File: src/rtl/regfile_wb_arbiter.sv
// Register-file writeback arbiter: two 2-entry {dest, data} queues (ALU, load)
// merged onto one registered write port, load-first with an anti-starvation streak.

module regfile_wb_fifo (
    input  logic        clk,
    input  logic        rst_n,
    input  logic        push_i,
    input  logic [36:0] din_i,
    input  logic        pop_i,
    output logic [36:0] head_o,
    output logic [1:0]  cnt_o
);
    logic [1:0][36:0] slot_q, slot_d;
    logic             wr_ptr_q, wr_ptr_d;
    logic             rd_ptr_q, rd_ptr_d;
    logic [1:0]       cnt_q, cnt_d;

    // Callers only push when not full and only pop when not empty.
    always_comb begin
        slot_d   = slot_q;
        wr_ptr_d = wr_ptr_q;
        rd_ptr_d = rd_ptr_q;
        cnt_d    = cnt_q;
        if (push_i) begin
            slot_d[wr_ptr_q] = din_i;
            wr_ptr_d         = ~wr_ptr_q;
        end
        if (pop_i) begin
            rd_ptr_d = ~rd_ptr_q;
        end
        unique case ({push_i, pop_i})
            2'b10:   cnt_d = cnt_q + 2'd1;
            2'b01:   cnt_d = cnt_q - 2'd1;
            default: cnt_d = cnt_q;
        endcase
    end

    always_ff @(posedge clk or negedge rst_n) begin
        if (!rst_n) begin
            slot_q   <= '0;
            wr_ptr_q <= 1'b0;
            rd_ptr_q <= 1'b0;
            cnt_q    <= 2'd0;
        end else begin
            slot_q   <= slot_d;
            wr_ptr_q <= wr_ptr_d;
            rd_ptr_q <= rd_ptr_d;
            cnt_q    <= cnt_d;
        end
    end

    assign head_o = slot_q[rd_ptr_q];
    assign cnt_o  = cnt_q;
endmodule

module regfile_wb_arbiter (
    input  logic        clk,
    input  logic        rst_n,
    input  logic        alu_valid,
    output logic        alu_ready,
    input  logic [4:0]  alu_dest,
    input  logic [31:0] alu_data,
    input  logic        mem_valid,
    output logic        mem_ready,
    input  logic [4:0]  mem_dest,
    input  logic [31:0] mem_data,
    output logic        reg_write,
    output logic [4:0]  write,
    output logic [31:0] write_data,
    output logic [2:0]  pending
);
    // Handshake: a beat transfers at a rising edge when valid && ready. ready
    // depends only on registered occupancy, so a same-cycle pop never raises it.
    logic        run_q;
    logic [1:0]  alu_cnt, mem_cnt;
    logic [36:0] alu_head, mem_head;
    logic        alu_push, mem_push;
    logic        alu_ne, mem_ne;
    logic        grant_alu, grant_mem;
    logic [1:0]  streak_q, streak_d;
    logic        reg_write_q, reg_write_d;
    logic [4:0]  write_q, write_d;
    logic [31:0] write_data_q, write_data_d;

    assign alu_ready = run_q && (alu_cnt != 2'd2);
    assign mem_ready = run_q && (mem_cnt != 2'd2);

    // Beats aimed at r0 are accepted and dropped.
    assign alu_push = alu_valid && alu_ready && (alu_dest != 5'd0);
    assign mem_push = mem_valid && mem_ready && (mem_dest != 5'd0);

    regfile_wb_fifo u_alu_fifo (
        .clk    (clk),
        .rst_n  (rst_n),
        .push_i (alu_push),
        .din_i  ({alu_dest, alu_data}),
        .pop_i  (grant_alu),
        .head_o (alu_head),
        .cnt_o  (alu_cnt)
    );

    regfile_wb_fifo u_mem_fifo (
        .clk    (clk),
        .rst_n  (rst_n),
        .push_i (mem_push),
        .din_i  ({mem_dest, mem_data}),
        .pop_i  (grant_mem),
        .head_o (mem_head),
        .cnt_o  (mem_cnt)
    );

    assign alu_ne = (alu_cnt != 2'd0);
    assign mem_ne = (mem_cnt != 2'd0);

    // Loads win unless three loads in a row have already passed a waiting ALU beat.
    always_comb begin
        grant_alu = alu_ne && (!mem_ne || (streak_q == 2'd3));
        grant_mem = mem_ne && !grant_alu;
        if (!alu_ne || grant_alu) begin
            streak_d = 2'd0;
        end else if (grant_mem) begin
            streak_d = streak_q + 2'd1;
        end else begin
            streak_d = streak_q;
        end
    end

    always_comb begin
        reg_write_d  = grant_alu || grant_mem;
        write_d      = write_q;
        write_data_d = write_data_q;
        if (grant_alu) begin
            {write_d, write_data_d} = alu_head;
        end else if (grant_mem) begin
            {write_d, write_data_d} = mem_head;
        end
    end

    always_ff @(posedge clk or negedge rst_n) begin
        if (!rst_n) begin
            run_q        <= 1'b0;
            streak_q     <= 2'd0;
            reg_write_q  <= 1'b0;
            write_q      <= 5'd0;
            write_data_q <= 32'd0;
        end else begin
            run_q        <= 1'b1;
            streak_q     <= streak_d;
            reg_write_q  <= reg_write_d;
            write_q      <= write_d;
            write_data_q <= write_data_d;
        end
    end

    assign reg_write  = reg_write_q;
    assign write      = write_q;
    assign write_data = write_data_q;
    assign pending    = {1'b0, alu_cnt} + {1'b0, mem_cnt};
endmodule

File: config.mk
export PLATFORM = sky130hd
export DESIGN_NAME = regfile_wb_arbiter
export DESIGN_NICKNAME = d
export VERILOG_FILES = /design/src/rtl/regfile_wb_arbiter.sv
export SDC_FILE = /design/constraint.sdc
export NUM_CORES = 1
export LEC_CHECK = 0
export ABC_AREA = 0
export BUFFER_PORTS_ARGS = -buffer_cell sky130_fd_sc_hd__buf_2
export CORE_MARGIN = 2
export CORE_UTILIZATION = 40
export CTS_BUF_LIST = sky130_fd_sc_hd__clkbuf_16
export DETAILED_ROUTE_END_ITERATION = 8
export PLACE_DENSITY_LB_ADDON = 0.05
export SETUP_SLACK_MARGIN = 0.5
export SLEW_MARGIN = 20
export SYNTH_ARGS = -nofsm -noshare
export SYNTH_HDL_FRONTEND = slang
export SYNTH_SLANG_ARGS = --single-unit
File: constraint.sdc
create_clock -name clk -period 4.25 [get_ports clk]
set_input_delay 0.6375 -clock clk [delete_from_list [all_inputs] [get_ports clk]]
set_output_delay 0.6375 -clock clk [all_outputs]
set_load 0.1 [all_outputs]
==> out/qor.yml, run 1 <==
synth.distinct_cells: 27
tightest_slew_ns: 1.14
synth_top_family_by_area: "multiplexers"
dr.pass1.iters: 4
place_hpwl_um: 12600
cp_top_family: "adder cells"
crit_path_top_delay_cell: "dfrtp_1"
io_pins: 121
worstSetupPathDepth: 5
grt.total_usage_pct: 17.7
core_area_um2: 22400
rsz0062_at_grt: "no"
drtIter0Drc: 230
ys_top_cells_by_area: "dfrtp_1, mux2_4, mux2_2"
fp.dieArea_um2: 23900
avgViaCountPerCell: 5.14
root_buffer: "clkbuf_16"
stdcell_count: 983
routed_wl_um: 20100
rr_worst_depth: 5
die_x_um: 155
critPathLaunchType: "register"
drive_gt1_share_pct: 55.8
cts_setup_buffers: 0
post-route-period-util_pct: 65.1
yosys.area.top_type_share_pct: 54.3
grt-ovfl-total: 0
vias: 5055
slowest_delay_ns: 0.49
worst_clock_skew_ns: 0.00944
clk_latency_ns: 0.43
gp_congestion: 0.718
critPathArrivalTime_ns: 2.13
worst_ep_required_time_ns: 3.61
endpoint_kind: "output port"
area_growth_pct: 14.5
numClockSinks: 197
synthAdderAreaFrac_pct: 0.771
synth-compound-area-share_pct: 4.82
initial_utilization_pct: 40.5
die_h_um: 155
fillerInstances: 2009
crit_path_frequent_cell: "inv_1"
synth_seq_cells: 197
crit_type: "reg2out"
finalHoldWorstSlack_ns: 0.290
yosysTopAreaCell: "dfrtp_1"
synth-xor-area-share_pct: 0.964
post-route-min-period_ns: 2.77
grt_start_max_net_pins: 95
fin_area_um2: 10400
numCtsBuffers: 17
maxSlewHeadroom_pct: 24.3
clock.fmax_ghz: 0.361
ctsResizeCount: 0
syn_nets: 659
crit_buf_inv: 3
outcome: "finished, final reports clean"
worstPathCellList: "ha_1 -> inv_1 -> fa_1 -> inv_1 -> buf_2"
grt_pass1_vias: 5560
synthSimpleGateAreaFrac_pct: 3.36
antenna_found_initial: 5
port_buffers: 120
fp-row-count: 55
h-tree-depth: 4
final_antenna_net_count: 0
synth.avg_cell_area_um2: 15.8
drv_cap: 0
clock_path_buffers: 2
synthCells: 576
synth_area_um2: 9080
synthMuxAreaShare_pct: 32.0
grt_pass1_wl_um: 32600
yosys_warnings: 0
drc_errors: 0
cp_max_fo: 6
drv_slew: 0
tns_ns: 0
cts_tree: "yes"
hold_viol: 0
dpl.cell_count: 948
finalSetupViolations: 0
holdBufCountCts: 0
seq_area_frac_synth_pct: 54.3
wl_per_cell_um: 20.5
place_area_um2: 9820
clkTransAtPathRegs_ns: 0.07
fin_nets: 765
hold_path_class: "in2async"
-- cell type report --
type                       instances  area [µm²]  area share [%]
antenna                            3        7.51          0.0722
clock buffer                      17         425            4.09
clock inverter                    15         148            1.42
inverter                           6        22.5           0.217
multi-input combinational        333        3830            36.9
sequential                       197        4930            47.4
tap                              285         357            3.43
timing repair buffer             127         674            6.48
-- through the flow --
stage / worst slack, ns / util, %
final: 1.48 / 46.4
after global routing: 1.36 / 46.3
after CTS: 1.46 / 46.3
after detailed placement: 1.48 / 43.8
after global placement: 1.53 / 43.8
after floorplan: 1.90 / -
-- Yosys cell counts, drive strengths merged --
cell type and instances:
xor2 1, mux2i 37, dfrtp 197, and4bb 2
or4 2, nand3 37, o221a 37, buf 23
nor4b 1, nand2 1, and4b 2, clkbuf 17
o21a 2, inv 6, nand3b 2, fa 1
ha 4, conb 1, o22ai 1, nor2 7
xnor2 9, mux2 185, nor4 1
-- state kept, by name, indices dropped and copies added, names as in the netlist, 2 cells and up --
signal             cells
streak_q               2
u_alu_fifo.cnt_o       2
u_alu_fifo.slot_q     74
u_mem_fifo.cnt_o       2
u_mem_fifo.slot_q     74
write                  5
write_data            32
-- placed cells by master, fill, tap and decap left out --
master,n
bufinv_16,1
buf_12,1
conb_1,1
dfrtp_1,195
clkbuf_8,1
clkinv_4,4
clkinv_2,1
nand2_2,1
o22ai_4,1
xor2_1,1
mux2_4,120
or4_1,2
clkinvlp_4,3
nor4b_1,1
ha_1,4
mux2i_1,37
nor4_1,1
diode_2,3
buf_2,119
inv_6,2
clkinv_1,1
inv_8,3
nand3b_1,2
buf_4,6
fa_1,1
o221a_2,37
o21a_1,2
inv_1,6
and4b_2,2
mux2_2,65
and4bb_4,2
xnor2_1,9
dfrtp_2,2
nand3_1,37
nor2_1,7
clkbuf_16,17
-- layer usage --
layer | vias to the layer above | part of all wire [%] | GRT usage (%)
met5 | - | 0.065 | 0
met4 | 2 | 0.64 | 3.97
met3 | 9 | 4.6 | 4.93
met2 | 101 | 48 | 28.5
met1 | 2601 | 47 | 24.1
li1 | 2342 | - | -
-- kinds of logic (layout without fill, tap and decap cells) --
family | after synthesis | in the layout
and+or+nand+nor | 55 | 55
muxes | 222 | 222
DFF | 197 | 197
AOI/OAI and AO/OA | 40 | 40
xor gates and xnor gates | 10 | 10
buffers and inverters | 46 | 165
adders and majority gates | 5 | 5
other | 1 | 4
-- path summary, 6_finish.rpt --
check / startpoint / to / slack [ns]
min reg2reg: streak_q[0] / streak_q[0] / 0.48
min: rst_n / u_alu_fifo.slot_q[46] / 0.29
max reg2reg: u_alu_fifo.cnt_o[1] / u_alu_fifo.slot_q[38] / 1.67
min in group clk: alu_data[19] / u_alu_fifo.slot_q[19] / 0.45
max: u_alu_fifo.cnt_o[0] / pending[1] / 1.48
max in group asynchronous: rst_n / u_mem_fifo.slot_q[23] / 2.94
Power of run 1 is not shown: default switching activity piles up to over one toggle a cycle in this logic, so the estimate is an artifact.
==> run 2, diff against run 1 <==
Clock period 4.25 ns to 2.7 ns, I/O delays scaled along.
==> run 2 against run 1 <==
Effect of this change:
- the flow now finishes with violations (hold timing)
- non-clock buffer count is 14 higher
- global-route usage is 0.72 points higher
- sequential share of layout area is 0.85 points lower
- cell count is 1.3% higher
- design area is 1.9% higher
==> out/qor.yml, run 2 (synthesis gave the netlist of run 1 again) <==
crit_path_top_delay_cell: "dfrtp_2"
avgViaCountPerCell: 5.15  # +0.16%
final_cell_mix: "dfrtp_1, mux2_4, buf_2, mux2_2"
clk_latency_ns: 0.44  # about the same
worst_clock_skew_ns: 0.0103  # +0.000816 ns
grt_pass1_wl_um: 34000  # +4.3%
grt-ovfl-total: 0  # unchanged
critPathLaunchType: "register"
numClockSinks: 197  # unchanged
gp_congestion: 0.751  # +4.6%
crit_path_frequent_cell: "inv_2"
fillerInstances: 1978  # -1.5%
die_h_um: 155  # unchanged
tns_ns: 0  # unchanged
drv_cap: 0  # unchanged
fin_nets: 780  # +2.0%
area_growth_pct: 16.6
finalHoldWorstSlack_ns: -0.0260  # -0.316 ns
initial_utilization_pct: 40.5  # unchanged
stdcell_count: 996  # +1.3%
core_area_um2: 22400  # unchanged
wl_per_cell_um: 20.7  # +0.95%
worst_ep_required_time_ns: 2.30  # -1.31 ns
tightest_slew_ns: 0.923  # -0.212 ns
place_hpwl_um: 13200  # +5.2%
grt.total_usage_pct: 18.5  # +0.72 points
fp.dieArea_um2: 23900  # unchanged
cts_tree: "yes"
finalCoreUtilization_pct: 47.2  # +0.87 points
io_pins: 121  # unchanged
failed_checks: "hold timing"
vias: 5130  # +1.5%
fp-row-count: 55  # unchanged
numCtsBuffers: 17  # unchanged
antenna_found_initial: 2  # -3
drc_errors: 0  # unchanged
crit_type: "reg2out"
layout_commonest_cell: "dfrtp_1"
routed_wl_um: 20600  # +2.3%
dpl.cell_count: 960  # +1.3%
hold_path_class: "in2async"
maxSlewHeadroom_pct: 38.4  # +14 points
post-route-min-period_ns: 2.20
drv_slew: 0  # unchanged
slowest_delay_ns: 0.45  # -0.04 ns
root_buffer: "clkbuf_16"
worstPathCellList: "ha_4 -> inv_2 -> fa_1 -> inv_2 -> buf_12"
finalSetupViolations: 0  # unchanged
h-tree-depth: 4  # unchanged
clock_path_buffers: 2  # unchanged
final_antenna_net_count: 0  # unchanged
grt_start_max_net_pins: 76  # -20%
drtIter0Drc: 230  # unchanged
endpoint_kind: "output port"
grt_pass1_vias: 5836  # +5.0%
hold_viol: 5  # +5
critPathArrivalTime_ns: 1.79  # -0.34 ns
clkTransAtPathRegs_ns: 0.07  # about the same
dr.pass1.iters: 4  # unchanged
post-route-period-util_pct: 81.4
rsz0062_at_grt: "yes"
port_buffers: 120  # unchanged
die_x_um: 155  # unchanged
clock.fmax_ghz: 0.455
drive_gt1_share_pct: 58.0  # +2.2 points
outcome: "complete, but fails checks"
cp_max_fo: 3  # -3
-- run 2: critical path, delay by kind of cell, from the launching register on --
kind,cells,cell delay [ns]
buffers and inverters,3,0.31
DFF,1,0.45
adders and majority gates,2,0.59
-- run 2: stage by stage --
| step | instance area (µm²) | setup slack [ns] | hold WS (ns) |
|---|---|---|---|
| after floorplan | 9090 | 0.615 | 0.109 |
| after global placement | 9940 | 0.362 | 0.428 |
| after detailed placement | 9940 | 0.338 | 0.438 |
| after CTS | 10600 | 0.454 | 0.00114 |
| after global routing | 10600 | 0.446 | 0.00732 |
| final | 10600 | 0.502 | -0.0260 |
-- run 2: final cells by class --
type	count	area [µm²]	area share (%)
Inverter	6	22.5	0.213
Multi-Input combinational cell	334	3870	36.5
Sequential cell	197	4930	46.6
Timing Repair Buffer	141	830	7.83
Tap cell	285	357	3.37
Clock inverter	15	159	1.50
Clock buffer	17	425	4.01
Antenna cell	1	2.50	0.0236
-- run 2: routing by layer --
layer,global-route usage (%),part of all wire (%)
met5,0,0.063
met2,29.4,47
met1,25.6,48
met4,4.89,1.1
met3,4.06,3.6
-- run 2: worst paths after layout --
check / start / endpoint / slack (ns) / depth (start not counted)
min reg2reg: streak_q[0] / streak_q[0] / 0.45 / 1
min in group clk: mem_data[9] / u_mem_fifo.slot_q[46] / 0.20 / 2
max reg2reg: u_mem_fifo.cnt_o[1] / u_mem_fifo.slot_q[5] / 0.61 / 4
min: rst_n / u_alu_fifo.slot_q[10] / -0.03 / 1
max in group asynchronous: rst_n / u_mem_fifo.slot_q[22] / 1.97 / 2
max: u_alu_fifo.cnt_o[0] / pending[1] / 0.50 / 5
-- run 2: repair_timing --
item                                    4_1_cts  5_1_grt
endpoints found under the setup margin        9       25
hold buffers                                  0        0
setup buffers                                 2        0
pin swaps                                     1        1
resized for setup                             8        7
hold endpoints to repair                      0        0
gates cloned                                  1        0
Power of run 2 is left out for the same reason.
